`src/rtl/bm_pkg.sv`:
```
// rtl/bm_pkg.sv - shared index layout, side enum and geometry helpers for the block-match result path
package bm_pkg;

    // Result index layout: {img[3:0], row[5:0], col[5:0]}
    localparam int IDX_W   = 16;
    localparam int COL_LSB = 0;
    localparam int COL_W   = 6;
    localparam int ROW_LSB = 6;
    localparam int ROW_W   = 6;
    localparam int IMG_LSB = 12;
    localparam int IMG_W   = 4;

    typedef enum logic {
        SIDE_LEFT  = 1'b0,
        SIDE_RIGHT = 1'b1
    } side_e;

    typedef struct packed {
        logic [IMG_W-1:0] img;
        logic [ROW_W-1:0] row;
        logic [COL_W-1:0] col;
    } blk_index_t;

    // Blocks per row: the third frame plus half of the extra centre-frame
    // blocks on its side.
    function automatic int calc_bpr(input int third_w, input int center_w,
                                    input int block_width);
        return third_w / block_width + ((center_w - third_w) / block_width) / 2;
    endfunction

    // Block rows: the last search window must fit inside the frame.
    function automatic int calc_bpc(input int third_h, input int search_blk_h,
                                    input int block_height);
        return (third_h - search_blk_h) / block_height;
    endfunction

    function automatic int calc_nblk(input int bpr, input int bpc);
        return bpr * bpc;
    endfunction

    function automatic blk_index_t unpack_blk_index(input logic [IDX_W-1:0] idx);
        blk_index_t b;
        b.img = idx[IMG_LSB +: IMG_W];
        b.row = idx[ROW_LSB +: ROW_W];
        b.col = idx[COL_LSB +: COL_W];
        return b;
    endfunction

endpackage

```
`src/rtl/bm_result_slot.sv`:
```
// rtl/bm_result_slot.sv - one-entry valid/ready holding register released by an external grant
//
// Ports:
//   clk, reset_n                  clock, asynchronous active-low reset
//   res_valid/res_ready           upstream handshake (ready depends only on state and grant)
//   res_index/res_disp/res_sad    result fields captured on handshake
//   grant                         entry is consumed by the arbiter this cycle
//   slot_valid/slot_*             held entry
module bm_result_slot
    import bm_pkg::*;
#(
    parameter int disp_w = 6,
    parameter int sad_w  = 16
) (
    input  logic              clk,
    input  logic              reset_n,
    input  logic              res_valid,
    output logic              res_ready,
    input  logic [IDX_W-1:0]  res_index,
    input  logic [disp_w-1:0] res_disp,
    input  logic [sad_w-1:0]  res_sad,
    input  logic              grant,
    output logic              slot_valid,
    output logic [IDX_W-1:0]  slot_index,
    output logic [disp_w-1:0] slot_disp,
    output logic [sad_w-1:0]  slot_sad
);

    // A granted entry leaves this cycle, so the slot can refill in the same
    // cycle and a continuously granted side never loses throughput.
    assign res_ready = !slot_valid || grant;

    always_ff @(posedge clk or negedge reset_n) begin
        if (!reset_n) begin
            slot_valid <= 1'b0;
            slot_index <= '0;
            slot_disp  <= '0;
            slot_sad   <= '0;
        end else if (res_valid && res_ready) begin
            slot_valid <= 1'b1;
            slot_index <= res_index;
            slot_disp  <= res_disp;
            slot_sad   <= res_sad;
        end else if (grant) begin
            slot_valid <= 1'b0;
        end
    end

endmodule

```
`src/rtl/bm_result_collector.sv`:
```
// rtl/bm_result_collector.sv - arbitrates left/right block-match results into the double-buffered disparity map
//
// Ports:
//   clk, reset_n                           clock, asynchronous active-low reset
//   res_{valid,ready,index,disp,sad}_left  left engine result stream
//   res_{valid,ready,index,disp,sad}_right right engine result stream
//   map_wr_en/map_wr_addr/map_wr_data      map write port, data = {invalid, 0, disp}
//   frame_done/frame_done_img              pulse when both sides completed an image
//   err_sticky                             dropped or out-of-range result seen since reset
module bm_result_collector
    import bm_pkg::*;
#(
    parameter int third_w      = 240,
    parameter int center_w     = 304,
    parameter int third_h      = 480,
    parameter int block_width  = 16,
    parameter int block_height = 16,
    parameter int search_blk_h = 32,
    parameter int disp_w       = 6,
    parameter int sad_w        = 16,
    parameter int sad_thresh   = 2048
) (
    input  logic              clk,
    input  logic              reset_n,
    input  logic              res_valid_left,
    output logic              res_ready_left,
    input  logic [15:0]       res_index_left,
    input  logic [disp_w-1:0] res_disp_left,
    input  logic [sad_w-1:0]  res_sad_left,
    input  logic              res_valid_right,
    output logic              res_ready_right,
    input  logic [15:0]       res_index_right,
    input  logic [disp_w-1:0] res_disp_right,
    input  logic [sad_w-1:0]  res_sad_right,
    output logic              map_wr_en,
    output logic [15:0]       map_wr_addr,
    output logic [disp_w+1:0] map_wr_data,
    output logic              frame_done,
    output logic [3:0]        frame_done_img,
    output logic              err_sticky
);

    localparam int BPR  = calc_bpr(third_w, center_w, block_width);
    localparam int BPC  = calc_bpc(third_h, search_blk_h, block_height);
    localparam int NBLK = calc_nblk(BPR, BPC);

    localparam logic [8:0]       N_CNT    = 9'(NBLK);
    localparam logic [15:0]      SIDE_OFS = 16'(NBLK);
    localparam logic [15:0]      IMG_OFS  = 16'(2 * NBLK);
    localparam logic [15:0]      BPR_W    = 16'(BPR);
    localparam logic [sad_w-1:0] SAD_LIM  = sad_w'(sad_thresh);

    logic              sv_l, sv_r, grant_l, grant_r;
    logic [15:0]       idx_l, idx_r;
    logic [disp_w-1:0] disp_l, disp_r;
    logic [sad_w-1:0]  sad_l, sad_r;

    bm_result_slot #(.disp_w(disp_w), .sad_w(sad_w)) u_slot_left (
        .clk        (clk),
        .reset_n    (reset_n),
        .res_valid  (res_valid_left),
        .res_ready  (res_ready_left),
        .res_index  (res_index_left),
        .res_disp   (res_disp_left),
        .res_sad    (res_sad_left),
        .grant      (grant_l),
        .slot_valid (sv_l),
        .slot_index (idx_l),
        .slot_disp  (disp_l),
        .slot_sad   (sad_l)
    );

    bm_result_slot #(.disp_w(disp_w), .sad_w(sad_w)) u_slot_right (
        .clk        (clk),
        .reset_n    (reset_n),
        .res_valid  (res_valid_right),
        .res_ready  (res_ready_right),
        .res_index  (res_index_right),
        .res_disp   (res_disp_right),
        .res_sad    (res_sad_right),
        .grant      (grant_r),
        .slot_valid (sv_r),
        .slot_index (idx_r),
        .slot_disp  (disp_r),
        .slot_sad   (sad_r)
    );

    side_e            last_grant;
    logic [3:0]       cur_img;
    logic [8:0]       cnt_l, cnt_r, nxt_l, nxt_r;

    side_e             sel_side;
    logic [15:0]       sel_index;
    logic [disp_w-1:0] sel_disp;
    logic [sad_w-1:0]  sel_sad;
    blk_index_t        blk;
    logic              any_grant, legal_pos, cnt_zero, img_ok, do_write, err_evt;
    logic              inc_l, inc_r, done;
    logic [15:0]       addr;

    // Round-robin only matters on a tie; a lone full slot is always served.
    always_comb begin
        grant_l = 1'b0;
        grant_r = 1'b0;
        if (sv_l && sv_r) begin
            if (last_grant == SIDE_RIGHT) grant_l = 1'b1;
            else                          grant_r = 1'b1;
        end else if (sv_l) begin
            grant_l = 1'b1;
        end else if (sv_r) begin
            grant_r = 1'b1;
        end
    end

    always_comb begin
        any_grant = grant_l || grant_r;
        sel_side  = grant_r ? SIDE_RIGHT : SIDE_LEFT;
        sel_index = grant_r ? idx_r  : idx_l;
        sel_disp  = grant_r ? disp_r : disp_l;
        sel_sad   = grant_r ? sad_r  : sad_l;
        blk       = unpack_blk_index(sel_index);

        legal_pos = (int'(blk.row) < BPC) && (int'(blk.col) < BPR);
        cnt_zero  = (cnt_l == 9'd0) && (cnt_r == 9'd0);
        // With nothing counted yet any image may start; otherwise it must match.
        img_ok    = cnt_zero || (blk.img == cur_img);
        do_write  = any_grant && legal_pos && img_ok;
        err_evt   = any_grant && !(legal_pos && img_ok);

        // Extra results for an already complete side are written, not counted.
        inc_l = do_write && (sel_side == SIDE_LEFT)  && (cnt_l != N_CNT);
        inc_r = do_write && (sel_side == SIDE_RIGHT) && (cnt_r != N_CNT);
        nxt_l = cnt_l + 9'(inc_l);
        nxt_r = cnt_r + 9'(inc_r);
        done  = (inc_l || inc_r) && (nxt_l == N_CNT) && (nxt_r == N_CNT);

        addr = (blk.img[0] ? IMG_OFS : 16'd0)
             + ((sel_side == SIDE_RIGHT) ? SIDE_OFS : 16'd0)
             + 16'(blk.row) * BPR_W
             + 16'(blk.col);
    end

    always_ff @(posedge clk or negedge reset_n) begin
        if (!reset_n) begin
            last_grant     <= SIDE_RIGHT;
            cur_img        <= '0;
            cnt_l          <= '0;
            cnt_r          <= '0;
            map_wr_en      <= 1'b0;
            map_wr_addr    <= '0;
            map_wr_data    <= '0;
            frame_done     <= 1'b0;
            frame_done_img <= '0;
            err_sticky     <= 1'b0;
        end else begin
            map_wr_en  <= do_write;
            frame_done <= done;
            if (any_grant) last_grant <= sel_side;
            if (err_evt) err_sticky <= 1'b1;
            if (do_write) begin
                map_wr_addr <= addr;
                map_wr_data <= {(sel_sad > SAD_LIM), 1'b0, sel_disp};
                if (cnt_zero) cur_img <= blk.img;
            end
            if (done) begin
                frame_done_img <= cur_img;
                cnt_l          <= '0;
                cnt_r          <= '0;
            end else begin
                cnt_l <= nxt_l;
                cnt_r <= nxt_r;
            end
        end
    end

endmodule

```
`config.mk`:
```
export PLATFORM = sky130hd
export DESIGN_NAME = bm_result_collector
export DESIGN_NICKNAME = d
export VERILOG_FILES = /design/src/rtl/bm_pkg.sv /design/src/rtl/bm_result_slot.sv /design/src/rtl/bm_result_collector.sv
export SDC_FILE = /design/constraint.sdc
export NUM_CORES = 1
export LEC_CHECK = 0
export CAP_MARGIN = 20
export CORE_UTILIZATION = 45
export DETAILED_ROUTE_END_ITERATION = 10
export PLACE_DENSITY = 0.69
export SLEW_MARGIN = 15
export SYNTH_ARGS = -nofsm -noshare
export SYNTH_HDL_FRONTEND = slang
export SYNTH_SLANG_ARGS = --single-unit
```
`constraint.sdc`:
```
create_clock -name clk -period 10.6 [get_ports clk]
set_input_delay 1.06 -clock clk [delete_from_list [all_inputs] [get_ports clk]]
set_output_delay 1.06 -clock clk [all_outputs]
set_load 0.05 [all_outputs]
```
After elaboration in Yosys (flattened, before gate mapping)

Index checks and enable logic that the tools add are counted.
W data, S select, Z words.

Register bits after elaboration: 131
Latch bits: 0
RAM bits: 0
Bits in read-only memories: 0
Input bits: 80
Output and inout port bits: 33
Word-level logic and storage cells: 80
Memories kept: 0

$add $sub $neg: 5
Multiply operators: 1
Divide/modulo/power cells: 0
Magnitude comparators: 3
Equality and inequality tests: 5
Shifts and indexed selects: 0
Mux-type cells: 19
Bitwise gates (word level): 1
Reduce and logical (&&, ||, !) cells: 28

Operators by type and width:

| cell                   | count |
|---|---|
| $mux W16               | 2 |
| $mux W9                | 3 |
| $add A9 B1 Y9          | 2 |
| $eq A9 B9 Y1 const B   | 2 |
| $logic_not A9 Y1       | 2 |
| $ne A9 B9 Y1 const B   | 2 |
| $gt A16 B12 Y1 const B | 1 |
| $logic_and A1 B1 Y1    | 15 |
| $add A12 B6 Y13        | 1 |
| $add A11 B11 Y12       | 1 |
| $lt A6 B5 Y1 const B   | 2 |
| $mux W1                | 12 |
| $add A10 B9 Y11        | 1 |
| $mul A6 B5 Y11 const B | 1 |
| $mux W10               | 1 |
| $mux W6                | 1 |
| $logic_or A1 B1 Y1     | 5 |
| $eq A4 B4 Y1           | 1 |
| $reduce_bool A2 Y1     | 2 |
| $logic_not A1 Y1       | 3 |
| $reduce_and A2 Y1      | 1 |
| $not A1 Y1             | 1 |

Longest topological paths before layout

Gate-level depths: netlist (run 1).

Depth in word-level cells: 15
Mapped depth: 22
Depth with buffers taken out: 19

Cells and area by module

A second synthesis (run 1) with hierarchy kept.

Cells, all modules: 590
Area total of the unflattened synthesis: 6879.1 um2

By module, submodules not included:

| module              | times used | cells each | area an instance (um2) | seq. area each (um2) |
|---|---|---|---|---|
| bm_result_collector | 1          | 422        | 3776.1                 | 1252.5 |
| bm_result_slot      | 2          | 84         | 1551.5                 | 975.9 |

Worst setup path after synthesis (run 1)

Ideal clock, no wire load.

Path kind: reg2reg
Start point: register u_slot_right.slot_valid
End point: register map_wr_addr[9]
Library setup time: 0.125 ns
Data arrival time: 4.377 ns
Data required time: 10.475 ns
Path slack: 6.098 ns
Stages on the path, launching flop included: 21
Buffers on the path: 3
Clock period less this slack: 4.502 ns
Path through: dfrtp_1 a21bo_1 buf_2 inv_2 clkbuf_1 buf_1 nand2_1 nand2_1 ha_1 ha_1 inv_1 fa_1 fa_1 inv_1 ha_1 nor2b_1 o21ai_0 a21o_1 nand3b_1 xor2_1 mux2_2

Longest elaborated chain between the ends: 8

RTL lines:

| element                                                 | RTL line                   | RTL |
|---|---|---|
| start, declared                                         | bm_result_slot.sv:23       | `output logic slot_valid,` |
| start signal, assigned                                  | bm_result_slot.sv:35       | `slot_valid <= 1'b0;` |
| start signal, assigned                                  | bm_result_slot.sv:40       | `slot_valid <= 1'b1;` |
| start signal, assigned                                  | bm_result_slot.sv:45       | `slot_valid <= 1'b0;` |
| $mux W1                                                 | bm_result_collector.sv:110 | `end else if (sv_r) begin` |
| $mux W1                                                 | bm_result_collector.sv:108 | `end else if (sv_l) begin` |
| $mux W1 *                                               | bm_result_collector.sv:105 | `if (sv_l && sv_r) begin` |
| net grant_r                                             | bm_result_collector.sv:53  | `logic sv_l, sv_r, grant_l, grant_r;` |
| branches (longest 5 deep; another with $add A12 B6 Y13) | --                         |  |
| end signal, assigned                                    | bm_result_collector.sv:161 | `map_wr_addr <= addr;` |
| end, declared                                           | bm_result_collector.sv:36  | `output logic [15:0] map_wr_addr,` |

Mark *: on every way through the listed nets, which the timed path passes.
A chain may end at the register's enable or synchronous reset.

==> summary.md, run 1 <==
| Metric | Value |
|---|---|
| Status | `finished, final reports clean` |
| DIE WIDTH | `124 µm` |
| Crit path buffers/inverters | `2` |
| Total CTS buffers | `17` |
| Required time of the critical path | `10900 ps` |
| Layout area overhead | `27.2%` |
| Number of synthesized flops with an enable pin | `0` |
| Peak VDD IR | `about 0.00018 V` |
| Clock Latency Late Sink | `about 420 ps` |
| Maximum clock insertion buffer count | `2` |
| Yosys reg bits | `approximately 130` |
| Critical Path Source Type | `flip-flop` |
| Post-CTS Setup Inserts | `0` |
| Clk_skew | `8.72 ps` |
| Register area share after synthesis | `between 40 and 50%` |
| Die footprint | `roughly 15000 µm²` |
| Worst endpoint data arrival time | `6000 ps` |
| Worst path top cell family by delay | `simple AND/OR/NAND/NOR gates` |
| Cell Rows | `44` |
| Largest net degree at the start of global routing | `just over 70` |
| Static Leak | `3.80 nW` |
| Unique cell type count in the Yosys netlist | `57` |
| CP Cell Sequence | `a21bo_1 -> inv_2 -> nand2_1 -> nand2_1 -> inv_1 -> o22a_1 -> a31o_2 -> nand2_1 -> nor3_1 -> ha_1 -> ha_1 -> nand2_1 -> o31a_1 -> o31ai_1 -> o21ai_0 -> nor4_4 -> mux2_2` |
| Core area | `14500 µm²` |
| Sinks on the clock net | `roughly 130` |
| Fin area | `8510 µm²` |
| Ys Warns | `0` |
| Initial antenna violation count | `0` |
| Iteration-0 DRC count of the detailed router | `279` |
| Critical Path End Type | `flip-flop` |
| Post-Route WL | `15.1 mm` |
| Tcrit/Tclk final | `a little over half` |
| Slew @ Worst Pin | `1040 ps` |
| H-tree depth | `4` |
| CP Class | `reg2reg` |
| Slowest stage delay, CP | `760 ps` |
| Filler cell count | `between 1000 and 1500` |
| Slowest stage cell, crit path | `nor4_4` |
| CTS Hold Bufs | `0` |
| GRT Util Overall | `21.8%` |
| RSZ-0062 raised after global routing | `false` |
| TritonCTS clock tree | `built` |
| # diodes | `0` |
| Share of layout cells above drive strength 1 | `19.2%` |
| Hold crit path type | `reg2reg` |
| Setup_tns | `0 ps` |
| Router iterations before antenna repair | `5` |
| CTS resizes | `0` |
| Avg Synthesized Cell Area | `11.2 µm²` |
| Vias in the first global route | `4958` |
| Placed inst area | `7900 µm²` |
| FMAX | `175 MHz` |
| Initial Utilization | `46.0%` |
| Slew Limit Fails | `0` |
| Final min period | `about 5700 ps` |
| CTS clk-pin slew, worst paths | `around 60 ps` |
| Slew HR | `30.7%` |
| Ys async rst share | `100%` |
| Post-synthesis cell count | `about 600` |
| Via count | `about 4800` |
| I/O Pins | `113` |
| Placer Congestion | `~0.84` |
| Most used cell, CP | `nand2_1` |
| Final Core Density | `58.6%` |
| Drt wl/cell | `around 17 µm` |
| Antenna viol nets, final | `0` |
| Total grt overflow | `0` |
| First-pass GRT wire length | `about 25 mm` |
| Die height | `around 120 µm` |
| Max-Cap Viols | `0` |
| Final Hold Viols | `0` |
| Top FF cell, synth | `dfrtp_1` |
| Final nets | `824` |
| Netlist Area Pre-Place | `between 6000 and 7000 µm²` |
| Final setup viols | `0` |
| PD cells | `299 nW/µm²` |
| Vias/cell | `approximately 5.4` |
| Residual DRC count | `0` |
| Port bufs | `approximately 110` |
| Post-DP HPWL | `11.1 mm` |
| Crit path max fanout | `24` |
| CTS root buf | `clkbuf_16` |
metrics by stage:
step / total power [mW] / hold WS, ps / setup slack [ps] / std cells
6_report: 2.55 / 506 / 4900 / 898
5_1_grt: 2.76 / 520 / 4440 / 898
4_1_cts: 2.57 / 507 / 4900 / 898
3_5_place_dp: 1.95 / 494 / 4940 / 866
3_3_place_gp: 1.92 / 473 / 5110 / 866
2_1_floorplan: 1.62 / 463 / 6100 / 602
cells by family after synthesis:
group	count (synthesis)	share of synthesized area, %
compound gates	72	6.77
xor+xnor	19	2.49
fa+ha+maj	43	9.27
buf+inv	73	4.56
flops	128	47.9
mux	102	17.0
other cells	1	0.0560
simple gates	161	12.0
synthesized netlist by cell type (11+ instances only):
master | n | area share, %
dfrtp_1 | 127 | 47
mux2_2 | 92 | 15
nand2_1 | 59 | 3.3
inv_1 | 39 | 2.2
o21ai_0 | 33 | 2.5
ha_1 | 32 | 6.0
nor2_1 | 24 | 1.3
clkbuf_1 | 20 | 1.1
nand3_1 | 17 | 1.3
nor3_1 | 13 | 0.97
a21oi_1 | 11 | 0.82
fa_1 | 11 | 3.3
layout by cell type (no fill, tap or decap), types with 13 or more instances in the layout:
master,instances
clkbuf_16,17
nor2_1,24
nand3_1,17
clkdlybuf4s50_1,107
inv_1,39
ha_1,32
nand2_1,58
mux2_2,92
o21ai_0,33
dfrtp_1,127
nor3_1,13
cell type report:
type	instances	area, µm²	share of cell area (%)
inverter	40	150	1.76
timing repair buffer	113	1120	13.1
clock inverter	11	154	1.81
multi-input combinational	401	3200	37.5
clock buffer	21	460	5.41
tap	184	230	2.71
sequential	128	3200	37.7
path summary, 6_finish.rpt:
path                       slack, ps                                   end  cells after the start                            startpoint
setup / recovery                4900         frame_done_img[2]$_DFFE_PN0P_                     17                last_grant$_DFFE_PN1P_
hold / removal                   510  u_slot_right.slot_sad[1]$_DFFE_PN0P_                      1  u_slot_right.slot_sad[1]$_DFFE_PN0P_
setup reg to reg                4900         frame_done_img[2]$_DFFE_PN0P_                     17                last_grant$_DFFE_PN1P_
hold reg to reg                  510  u_slot_right.slot_sad[1]$_DFFE_PN0P_                      1  u_slot_right.slot_sad[1]$_DFFE_PN0P_
max in group asynchronous       8540            map_wr_data[5]$_DFFE_PN0N_                      2                               reset_n
min in group asynchronous        780                    cnt_l[3]$_DFF_PN0_                      1                               reset_n
per-layer routing:
metal,share of wire [%],up-vias,track usage [%]
met3,5.9,15,7.23
met4,1.1,0,6.18
li1,-,2303,-
met1,44,2385,27.9
met2,49,124,35.3
met5,0,-,0
flip-flops by register name, summed over array words and instances (netlist names), 4 cells and up:
name,cells
cnt_l,9
cnt_r,9
cur_img,4
frame_done_img,4
map_wr_addr,13
map_wr_data,7
u_slot_left.slot_disp,6
u_slot_left.slot_index,16
u_slot_left.slot_sad,16
u_slot_right.slot_disp,6
u_slot_right.slot_index,16
u_slot_right.slot_sad,16
power by group:
group | switching [mW] | internal, mW
Combinational | 0.695 | 0.550
Sequential | 0.0927 | 0.609
Clock | 0.217 | 0.384
Power figures use the tool's default switching activity.
==> inputs of run 2 (changes only) <==
- clock period: 10.6 -> 5.4 ns (I/O delays scaled with it)
==> run 2 against run 1 <==
Flip-flop and latch count unchanged. Register-to-register slack got worse by 4300 ps. Clock power increased by 100%. Cell count increased by 0.33%. Final area increased by 0.59%. Count of clock-buffer cells in the layout decreased by 2. Via count decreased by 0.41%. Critical endpoint is now frame_done_img[0]$_DFFE_PN0P_. Largest cell class unchanged. Largest power group unchanged. Highest routed layer unchanged.
==> summary.md, run 2 (synthesis results as in run 1) <==
| Metric | Value |
|---|---|
| Crit path from | `last_grant$_DFFE_PN1P_ (unchanged)` |
| Crit path max fanout | `20 (was 24)` |
| CP Class | `reg2reg (unchanged)` |
| CTS Hold Bufs | `0 (unchanged)` |
| Die height | `124 µm (unchanged)` |
| DIE WIDTH | `124 µm (unchanged)` |
| Router iterations before antenna repair | `6 (was 5)` |
| H-tree depth | `4 (unchanged)` |
| Final Hold Viols | `0 (unchanged)` |
| Residual DRC count | `0 (unchanged)` |
| Max-Cap Viols | `0 (unchanged)` |
| Slew @ Worst Pin | `924 ps (was 1040 ps)` |
| Iteration-0 DRC count of the detailed router | `260 (was 279)` |
| Pwr Total | `5.08 mW (was 2.55 mW)` |
| Pre-CTS setup slack | `604 ps (was 4940 ps)` |
| Setup_tns | `0 ps (unchanged)` |
| Placer Congestion | `0.906 (was 0.844)` |
| Post-DP HPWL | `11.2 mm (was 11.1 mm)` |
| Slowest stage cell, crit path | `dfstp_2 (was nor4_4)` |
| Total CTS buffers | `17 (unchanged)` |
| Worst setup margin | `558 ps (was 4900 ps)` |
| Multi-input gate area | `3200 µm² (unchanged)` |
| FMAX | `207 MHz (was 175 MHz)` |
| GRT Util Overall | `21.4% (was 21.8%)` |
| Initial Utilization | `46.0% (unchanged)` |
| Most frequent cells in the layout | `dfrtp_1, clkdlybuf4s50_1, mux2_2, nand2_1, inv_1 (unchanged)` |
| # diodes | `0 (unchanged)` |
| Hold crit path type | `in2async (was reg2reg)` |
| Sequential cell area | `3200 µm² (unchanged)` |
| Initial antenna violation count | `0 (unchanged)` |
| Vias/cell | `5.34 (was 5.38)` |
| Slew Limit Fails | `0 (unchanged)` |
| Maximum clock insertion buffer count | `2 (unchanged)` |
| Peak VDD IR | `0.000426 V (was 0.000185 V)` |
| Core area | `14500 µm² (unchanged)` |
| Slew HR | `38.2% (was 30.7%)` |
| Critical Path End Type | `flip-flop (unchanged)` |
| Post-CTS Setup Inserts | `0 (unchanged)` |
| Required time of the critical path | `5700 ps (was 10900 ps)` |
| Total grt overflow | `0 (unchanged)` |
| Antenna viol nets, final | `0 (unchanged)` |
| Status | `finished, final reports clean (unchanged)` |
| I/O Pins | `113 (unchanged)` |
| First-pass GRT wire length | `24.5 mm (was 25.0 mm)` |
| Port bufs | `108 (unchanged)` |
| CP Cell Sequence | `a21bo_1 -> buf_4 -> o2111ai_1 -> o221ai_1 -> a31o_2 -> nand2_1 -> buf_4 -> nor3_1 -> ha_1 -> ha_1 -> nand3_1 -> or3_1 -> a22oi_1 -> nand4_1 -> nor4_4 -> mux2_2 (was a21bo_1 -> inv_2 -> nand2_1 -> nand2_1 -> inv_1 -> o22a_1 -> a31o_2 -> nand2_1 -> nor3_1 -> ha_1 -> ha_1 -> nand2_1 -> o31a_1 -> o31ai_1 -> o21ai_0 -> nor4_4 -> mux2_2)` |
| CTS resizes | `0 (unchanged)` |
| Drt wl/cell | `16.7 µm (was 16.9 µm)` |
| TritonCTS clock tree | `built (unchanged)` |
| Static Leak | `3.82 nW (was 3.80 nW)` |
| CTS clk-pin slew, worst paths | `60 ps (about the same)` |
| Vias in the first global route | `4904 (was 4958)` |
| Final setup viols | `0 (unchanged)` |
| CTS root buf | `clkbuf_16 (unchanged)` |
| Clock Latency Late Sink | `420 ps (about the same)` |
| Share of layout cells above drive strength 1 | `19.8% (was 19.2%)` |
| Final min period | `4840 ps (was 5700 ps)` |
| Via count | `4807 (was 4827)` |
| Slowest stage delay, CP | `560 ps (was 760 ps)` |
| Tcrit/Tclk final | `89.7% (was 53.8%)` |
| Filler cell count | `1217 (was 1211)` |
| PD cells | `593 nW/µm² (was 299 nW/µm²)` |
| Post-Route WL | `15.0 mm (was 15.1 mm)` |
| Die footprint | `15400 µm² (unchanged)` |
| RSZ-0062 raised after global routing | `false (unchanged)` |
| Layout area overhead | `27.9% (was 27.2%)` |
| Largest net degree at the start of global routing | `73 (was 72)` |
| Clk_skew | `6.75 ps (was 8.72 ps)` |
| Reg-to-reg critical path startpoint | `last_grant$_DFFE_PN1P_ (unchanged)` |
| Worst endpoint data arrival time | `5140 ps (was 6000 ps)` |
| Most common cell after layout, fill and taps aside | `dfrtp_1 (unchanged)` |
| Cell Rows | `44 (unchanged)` |
| Critical Path Source Type | `flip-flop (unchanged)` |
| Final nets | `828 (was 824)` |
| Sinks on the clock net | `128 (unchanged)` |
[run 2: power by group]
part | total [mW] | internal (mW) | leakage, nW | switching (mW)
Clock | 1.23 | 0.797 | 0.298 | 0.431
Sequential | 1.37 | 1.20 | 1.57 | 0.176
Combinational | 2.48 | 1.10 | 1.95 | 1.38
[run 2: path summary, 6_finish.rpt]
path	cells after the start	slack, ps	to
min in group clk	1	480	err_sticky$_DFFE_PN0P_
hold / removal	1	260	u_slot_right.slot_index[10]$_DFFE_PN0P_
setup reg to reg	16	560	frame_done_img[0]$_DFFE_PN0P_
hold reg to reg	1	480	err_sticky$_DFFE_PN0P_
setup / recovery	16	560	frame_done_img[0]$_DFFE_PN0P_
max in group asynchronous	2	3900	cnt_l[1]$_DFF_PN0_
[run 2: cell type report]
cell class | count | area share [%]
Tap cell | 184 | 2.69
Sequential cell | 128 | 37.4
Inverter | 40 | 1.75
Clock inverter | 12 | 2.12
Multi-Input combinational cell | 401 | 37.3
Timing Repair Buffer | 117 | 13.4
Clock buffer | 19 | 5.29
[run 2: metrics by stage]
| step | area (µm²) | hold WS [ps] | util [%] | instances |
|---|---|---|---|---|
| 3_3_place_gp | 7930 | 455 | 54.5 | 870 |
| 6_report | 8560 | 259 | 58.9 | 901 |
| 4_1_cts | 8560 | 286 | 58.9 | 901 |
| 2_1_floorplan | 6700 | 244 | - | 602 |
| 5_1_grt | 8560 | 342 | 58.9 | 901 |
| 3_5_place_dp | 7930 | 467 | 54.5 | 870 |
[run 2: worst max-delay path: cells and delay by family (launching register included)]
| family | cells | cell delay [ps] |
|---|---|---|
| multiplexers | 1 | 400 |
| AND/OR/NAND/NOR | 6 | 1390 |
| adder cells (fa/ha/maj) | 2 | 520 |
| flip-flops | 1 | 560 |
| AO/OA/AOI/OAI | 5 | 1320 |
| buffers and inverters | 2 | 530 |
[run 2: layer usage]
| metal | vias to the layer above | share of wire [%] | global-route usage, % |
|---|---|---|---|
| met5 | - | 0 | 0 |
| met4 | 0 | 1.7 | 8.41 |
| met3 | 20 | 6.0 | 6.04 |
| met2 | 137 | 49 | 34.9 |
| met1 | 2354 | 43 | 27.0 |
| li1 | 2296 | - | - |
==> inputs of run 3 (changes only) <==
- clock period: 5.4 -> 5.9 ns (I/O delays scaled with it)
==> run 3 against run 2 <==
Die area is the same. Flip-flop and latch count did not move. Sequential share of layout area up 0.19 points. Worst setup slack better by 340 ps. Critical path depth is 1 higher. Worst hold slack better by 32 ps. Via count is 0.50% higher. Combinational power decreased by 7%. Largest power group unchanged.
==> summary.md, run 3 (synthesis results as in run 1) <==
| Metric | Value |
|---|---|
| Reg2Reg Depth | `17 (was 16)` |
| Max-Cap Viols | `0 (unchanged)` |
| Met3 Usage GRT | `7.10% (was 6.04%)` |
| First-pass GRT wire length | `25.5 mm (was 24.5 mm)` |
| CTS clk-pin slew, worst paths | `60 ps (about the same)` |
| Antenna viol nets, final | `0 (unchanged)` |
| I/O Pins | `113 (unchanged)` |
| TritonCTS clock tree | `built (unchanged)` |
| Final Hold Viols | `0 (unchanged)` |
| Hold crit path type | `in2async (unchanged)` |
| Crit path max fanout | `26 (was 20)` |
| Vias in the first global route | `5145 (was 4904)` |
| Post-CTS Setup Inserts | `0 (unchanged)` |
| Tcrit/Tclk final | `84.8% (was 89.7%)` |
| Worst setup path endpoint | `frame_done_img[0]$_DFFE_PN0P_ (unchanged)` |
| RSZ-0062 raised after global routing | `false (unchanged)` |
| Pre-CTS setup slack | `920 ps (was 604 ps)` |
| GR peak layer | `met2 (unchanged)` |
| Crit path from | `u_slot_right.slot_valid$_DFFE_PN0P_ (was last_grant$_DFFE_PN1P_)` |
| Final nets | `825 (was 828)` |
| Core area | `14500 µm² (unchanged)` |
| Most used cell, CP | `nand2_1` |
| FMAX | `200 MHz (was 207 MHz)` |
| Logic pwr share | `49.7% (was 48.8%)` |
| Slowest stage cell, crit path | `nor4_4 (was dfstp_2)` |
| Layout area overhead | `27.3% (was 27.9%)` |
| Worst reg2reg setup slack | `900 ps (was 560 ps)` |
| CP Cell Sequence | `a21bo_1 -> buf_4 -> nand2_1 -> nand2_1 -> inv_1 -> o22a_1 -> a31o_2 -> nand2_1 -> nor3_1 -> ha_1 -> ha_1 -> nand2_1 -> o31a_1 -> o31ai_1 -> o21ai_0 -> nor4_4 -> mux2_2 (was a21bo_1 -> buf_4 -> o2111ai_1 -> o221ai_1 -> a31o_2 -> nand2_1 -> buf_4 -> nor3_1 -> ha_1 -> ha_1 -> nand3_1 -> or3_1 -> a22oi_1 -> nand4_1 -> nor4_4 -> mux2_2)` |
| Worst endpoint data arrival time | `5300 ps (was 5140 ps)` |
| Via count | `4831 (was 4807)` |
| Final min period | `5000 ps (was 4840 ps)` |
| Initial Utilization | `46.0% (unchanged)` |
| Die footprint | `15400 µm² (unchanged)` |
| Clk_skew | `7.39 ps (was 6.75 ps)` |
| PD cells | `543 nW/µm² (was 593 nW/µm²)` |
| DIE WIDTH | `124 µm (unchanged)` |
| Slew HR | `40.8% (was 38.2%)` |
| Capture point of the worst reg-to-reg path | `frame_done_img[0]$_DFFE_PN0P_ (unchanged)` |
| Iteration-0 DRC count of the detailed router | `335 (was 260)` |
| Worst path top cell family by delay | `simple AND/OR/NAND/NOR gates (unchanged)` |
| Drt wl/cell | `17.0 µm (was 16.7 µm)` |
| Internal Power | `2.78 mW (was 3.09 mW)` |
| Total CTS buffers | `17 (unchanged)` |
| Reg-to-reg critical path startpoint | `u_slot_right.slot_valid$_DFFE_PN0P_ (was last_grant$_DFFE_PN1P_)` |
| Crit path buffers/inverters | `2 (unchanged)` |
| CTS resizes | `0 (unchanged)` |
| Largest net degree at the start of global routing | `68 (was 73)` |
| Static Leak | `3.80 nW (was 3.82 nW)` |
| Critical Path Source Type | `flip-flop (unchanged)` |
| Initial antenna violation count | `0 (unchanged)` |
| Status | `finished, final reports clean (unchanged)` |
| # diodes | `0 (unchanged)` |
| Residual DRC count | `0 (unchanged)` |
| Fin area | `8520 µm² (was 8560 µm²)` |
| CTS Hold Bufs | `0 (unchanged)` |
| Peak VDD IR | `0.000276 V (was 0.000426 V)` |
| Placer Congestion | `0.862 (was 0.906)` |
| Clock Latency Late Sink | `420 ps (about the same)` |
| GRT Util Overall | `22.1% (was 21.4%)` |
| Maximum clock insertion buffer count | `2 (unchanged)` |
| GR Util met1 | `27.5% (was 27.0%)` |
| Required time of the critical path | `6200 ps (was 5700 ps)` |
| Setup_tns | `0 ps (unchanged)` |
| Net switching power | `1.85 mW (was 1.99 mW)` |
| Port bufs | `108 (unchanged)` |
| CP Class | `reg2reg (unchanged)` |
| Clock share of power | `23.3% (was 24.2%)` |
| Sequential Power Share | `27.0% (about the same)` |
| Cell Rows | `44 (unchanged)` |
| Cell count along the critical path | `17 (was 16)` |
| Share of layout cells above drive strength 1 | `19.4% (was 19.8%)` |
| Grt met2 use | `36.1% (was 34.9%)` |
| CTS root buf | `clkbuf_16 (unchanged)` |
| Die height | `124 µm (unchanged)` |
| Worst setup margin | `898 ps (was 558 ps)` |
| H-tree depth | `4 (unchanged)` |
| Sw Share | `39.9% (was 39.2%)` |
| Router iterations before antenna repair | `4 (was 6)` |
| Final Core Density | `58.6% (was 58.9%)` |
| Post-Route WL | `15.2 mm (was 15.0 mm)` |
| Slowest stage delay, CP | `690 ps (was 560 ps)` |
| Total grt overflow | `0 (unchanged)` |
| Slew @ Worst Pin | `885 ps (was 924 ps)` |
| Slew Limit Fails | `0 (unchanged)` |
| Most frequent cells in the layout | `dfrtp_1, clkdlybuf4s50_1, mux2_2, nand2_1, inv_1 (unchanged)` |
| Vias/cell | `5.37 (was 5.34)` |
| Post-DP HPWL | `11.2 mm (about the same)` |
| Critical Path End Type | `flip-flop (unchanged)` |
| Final setup viols | `0 (unchanged)` |
| Sinks on the clock net | `128 (unchanged)` |
| Most common cell after layout, fill and taps aside | `dfrtp_1 (unchanged)` |
| Placed inst area | `7900 µm² (was 7930 µm²)` |
## run 3: metrics by stage
stage	cells	power, mW	hold slack, ps
6_report	899	4.62	290
5_1_grt	899	5.02	356
4_1_cts	899	4.67	313
3_5_place_dp	867	3.55	493
3_3_place_gp	867	3.47	474
2_1_floorplan	602	2.92	294
## run 3: final cells by class
cell class              count  area, µm²
fillers                  1225       6020
flip-flops and latches    128       3200
multi-input cells         401       3200
repair buffers            114       1120
clock buffers              20        457
well taps                 184        230
clock inverters            12        158
inverters                  40        150
## run 3: worst min-delay path by stage
stage                                          from                              endpoint  slack, ps  depth (start not counted)
2_1_floorplan                               reset_n                    cnt_l[0]$_DFF_PN0_        290                          0
6_report                                    reset_n           map_wr_addr[12]$_DFFE_PN0N_        290                          1
4_1_cts                                     reset_n            map_wr_addr[6]$_DFFE_PN0N_        310                          1
5_1_grt                                     reset_n            map_wr_addr[6]$_DFFE_PN0N_        360                          1
3_3_place_gp     u_slot_left.slot_valid$_DFFE_PN0P_                last_grant$_DFFE_PN1P_        470                          1
3_5_place_dp   u_slot_left.slot_sad[13]$_DFFE_PN0P_  u_slot_left.slot_sad[13]$_DFFE_PN0P_        490                          1
## run 3: routing by layer
metal / routed length [µm] / share of wire (%)
met1: 6410 / 42
met2: 7580 / 50
met3: 1040 / 6.8
met4: 219 / 1.4
met5: 0 / 0
## run 3: power groups by stage
| stage | sequential [mW] | clock (mW) | combinational, mW |
|---|---|---|---|
| after floorplan | 1.38 | 0 | 1.54 |
| after global placement | 1.25 | 0 | 2.22 |
| after detailed placement | 1.26 | 0 | 2.28 |
| after CTS | 1.25 | 1.09 | 2.33 |
| after global routing | 1.28 | 1.14 | 2.61 |
| final | 1.25 | 1.08 | 2.30 |
